### src/rtl/dynamic_clock_gating.sv
// Activity-driven, latch-based clock gate (ICG equivalent) with optional idle
// hold-off and a saturating counter of suppressed clock cycles.
`timescale 1ns/1ps
module dynamic_clock_gating #(
    parameter int IDLE_HOLD = 0,
    parameter int CNT_WIDTH = 16
) (
    input  logic                 clk,
    input  logic                 reset_n,
    input  logic                 activity,
    output logic                 gated_clk,
    output logic                 clk_en,
    output logic [CNT_WIDTH-1:0] gated_cycles
);

    // A zero hold-off still gets a 1-bit counter; it simply never loads non-zero.
    localparam int                HOLD_W    = (IDLE_HOLD > 0) ? $clog2(IDLE_HOLD + 1) : 1;
    localparam logic [HOLD_W-1:0] HOLD_LOAD = HOLD_W'(IDLE_HOLD);

    logic [HOLD_W-1:0] hold_cnt;
    logic              en_q;
    logic              en_lat;

    // Hysteresis counter: reload while active, drain toward zero while idle.
    always_ff @(posedge clk or negedge reset_n) begin
        if (!reset_n) begin
            hold_cnt <= '0;
        end else if (activity) begin
            hold_cnt <= HOLD_LOAD;
        end else if (hold_cnt != '0) begin
            hold_cnt <= hold_cnt - HOLD_W'(1);
        end
    end

    // Registered enable; stays high while requested or while hold-off remains.
    always_ff @(posedge clk or negedge reset_n) begin
        if (!reset_n) begin
            en_q <= 1'b0;
        end else begin
            en_q <= activity | (hold_cnt != '0);
        end
    end

    // Enable latch, transparent in the low phase so it can never move while clk is high.
    always_latch begin
        if (!reset_n) begin
            en_lat <= 1'b0;
        end else if (!clk) begin
            en_lat <= en_q;
        end
    end

    // Gated-cycle statistics: count edges where the island saw no clock, saturating.
    always_ff @(posedge clk or negedge reset_n) begin
        if (!reset_n) begin
            gated_cycles <= '0;
        end else if (!en_lat && (gated_cycles != '1)) begin
            gated_cycles <= gated_cycles + CNT_WIDTH'(1);
        end
    end

    // Only an AND after the latch on the clock path.
    assign gated_clk = clk & en_lat;
    assign clk_en    = en_q;

endmodule

### config.mk
export PLATFORM = sky130hd
export DESIGN_NAME = dynamic_clock_gating
export DESIGN_NICKNAME = d
export VERILOG_FILES = /design/src/rtl/dynamic_clock_gating.sv
export SDC_FILE = /design/constraint.sdc
export NUM_CORES = 1
export LEC_CHECK = 0
export BUFFER_PORTS_ARGS = -buffer_cell sky130_fd_sc_hd__buf_2
export CAP_MARGIN = 20
export CORE_MARGIN = 3
export CORE_UTILIZATION = 44
export CTS_CLUSTER_DIAMETER = 60
export DETAILED_ROUTE_END_ITERATION = 10
export GPL_TIMING_DRIVEN = 0
export PLACE_DENSITY = 0.67
export SLEW_MARGIN = 20
export SYNTH_ARGS = -nofsm -noshare
export SYNTH_HDL_FRONTEND = slang
export SYNTH_SLANG_ARGS = --single-unit
### constraint.sdc
create_clock -name clk -period 2.8 [get_ports clk]
set_input_delay 0.42 -clock clk [delete_from_list [all_inputs] [get_ports clk]]
set_output_delay 0.42 -clock clk [all_outputs]
set_load 0.02 [all_outputs]
==> results.md <==
- Worst skew pair latency: 0.39 ns
- Synth area leader: dfrtp_1
- Area of the multi-input gates: 483 µm²
- Status: completed
- Syn. warnings: 0
- Maximum fanout along the worst path: 2
- # rows: 15
- Die height: 51.8 µm
- Worst Hold Depth: 1
- Top-count cell post-synth: dfrtp_1
- Wire per inst: 13.8 µm
- VDD IR-drop max: approximately 500 µV
- Post-synth top cells: dfrtp_1, xnor2_1, nand4_1, nand3_1
- IO Count: 21
- Full die area: 2680 µm²
- PwrDens: 808 nW/µm²
- Clock power frac: between 20% and 30%
- Asr flop ratio synth: 94.4%
- Clock transition at path regs: 0.09 ns
- Core Region: about 1900 µm²
- Slew @ Worst Pin: just under 0.8 ns
- Synth-to-Final Area Change: 23.7%
- Crit path kind: latch to output pin
- # fillers: 165
- Leakage power: 0.547 nW
- Data arrival time of the worst path: approximately 2.3 ns
- Avg Cell Area, Syn: roughly 12 µm²
- Combinational share of power: 30.7%
- Post-Syn Area: a little over 900 µm²
- Syn nets: 82
- Endpoints failing setup: 0
- Worst reg2reg path depth: 5
- Drt first pass iters: 4
- NetSw: 0.376 mW
- Fin util: 61.5%
- Initial antenna violation count: 0
- Main synth FF type: dfrtp_1
- Sw Ratio: 40.8%
- Synth top area share: 46.1%
- HP Class: primary input to flip-flop
- Die width: between 50 and 60 µm
- HPWL after DPL: ~1.3 mm
- Setup Skew: 0.133 ns
- Vias/cell: approximately 5.4
- First-pass GRT wire length: between 3 and 4 mm
- Flops & latches, synth: 18
- Syn Inst Count: 78
- Post-route setup slack: 0.0944 ns
- Seq pwr share: 44.0%
- Port Buffers: 20
- Unrepaired setup endpoints after global routing: no
- Fin Setup TNS: 0 ns
- Worst Setup End Kind: output pin
- DRC viols: 0
- FF/Latch Area: 440 µm²
- Largest net degree at the start of global routing: 19
- Drt total wl: 1.87 mm
- Fin. max-slew vios: 0
- Crit path required time: 2.38 ns
- GRT Util Overall: between 15 and 20%
- Number of global-route vias before repair: 750
- Share of layout cells above drive strength 1: 32.7%
- DP Worst Slack: ~0.17 ns
- CTS tree: yes
- CP startpoint kind: latch
- Yosys cell types: 30
- Internal power: 0.546 mW
- Via count: ~740
- Starting DRC count in detailed routing: 13
- Routed Antenna Nets: 0
- Post-synth EDFFs: 0
- Relative slew slack: around half
- Nets: 114
- N_diodes: 0
- Total grt overflow: 0
- Hold Slack: 0.125 ns
- Top cells by area, synth: dfrtp_1, xnor2_1, nand4_4
- Max-cap violations: 0
- Placer congestion estimate: roughly 0.79
- Final hold viol count: 0
- Starting Density: 49.7%
per-layer routing:
| layer | global-route usage, % | part of all wire [%] | vias up |
|---|---|---|---|
| li1 | - | - | 361 |
| met1 | 22.0 | 49 | 348 |
| met2 | 23.9 | 42 | 23 |
| met3 | 10.3 | 7.1 | 3 |
| met4 | 10.9 | 1.7 | 0 |
| met5 | 0 | 0 | - |
per-stage QoR:
stage | instances | power [mW] | cell area, µm²
detailed placement | 123 | 0.704 | 1050
global placement | 123 | 0.696 | 1050
finish | 135 | 0.923 | 1140
floorplan | 78 | 0.600 | 923
CTS | 134 | 0.937 | 1130
global route | 135 | 0.996 | 1140
power groups by stage:
stage               registers (mW)  clock network [mW]  logic, mW
detailed placement           0.411              0.0145      0.279
floorplan                    0.466              0.0112      0.123
finish                       0.406               0.233      0.283
global route                 0.421               0.266      0.309
global placement             0.406              0.0145      0.275
CTS                          0.407               0.245      0.285
final cells by class:
cell class              instances  area share (%)
clock buffers                  10            5.70
flip-flops and latches         18            38.6
multi-input cells              60            42.3
repair buffers                 22            10.7
well taps                      25            2.74
critical path, cell delays in order (launching register included):
cell and delay [ns]:
dlxtp_1 0.34, and2_1 0.11, buf_2 0.15
path summary, 6_finish.rpt:
path | from | endpoint | slack [ns]
max in group asynchronous | reset_n | gated_cycles[6]$_DFFE_PN0P_ | 1.13
max in group gated | reset_n | clock gate | 0.91
hold / removal | activity | clk_en$_DFF_PN0_ | 0.13
min in group asynchronous | reset_n | gated_cycles[1]$_DFFE_PN0P_ | 1.19
setup / recovery | en_lat$_DLATCH_P_ | gated_clk | 0.09
min in group gated | reset_n | clock gate | 0.29
setup reg to reg | en_lat$_DLATCH_P_ | gated_cycles[11]$_DFFE_PN0P_ | 0.16
hold reg to reg | gated_cycles[0]$_DFFE_PN0P_ | gated_cycles[0]$_DFFE_PN0P_ | 0.53
flip-flops by register name, indices dropped and copies added (netlist names):
name and cells:
clk_en 1, gated_cycles 16, en_lat 1
logic make-up (layout without fill, tap and decap cells):
kind of cell               after synthesis  after routing  synth area share, %
latches                                  1              1                 1.63
and+or+nand+nor                         37             37                 31.6
DFF                                     17             17                 46.1
muxes                                    2              2                 2.44
buffers and inverters                    0             32                    0
AOI/OAI and AO/OA                        9              9                 6.50
xor gates and xnor gates                11             11                 10.4
adders and majority gates                1              1                 1.35
repair_timing:
action / CTS / global route
endpoints found under the hold margin: 18 / 0
buffers inserted: 0 / 1
gates resized for setup: 0 / 0
hold buffers: 2 / 0
setup endpoints to repair: 0 / 2
layout by cell type, fill, tap and decap left out, drive strengths merged, types with 3 or more instances in the layout:
cell / netlist / routed
xor2: 3 / 3
xnor2: 8 / 8
and4: 3 / 3
nand3: 6 / 6
dfrtp: 17 / 17
nor2: 3 / 3
nand4: 7 / 7
clkbuf: 0 / 9
buf: 0 / 21
No activity file was read; power rests on OpenSTA's default activity.
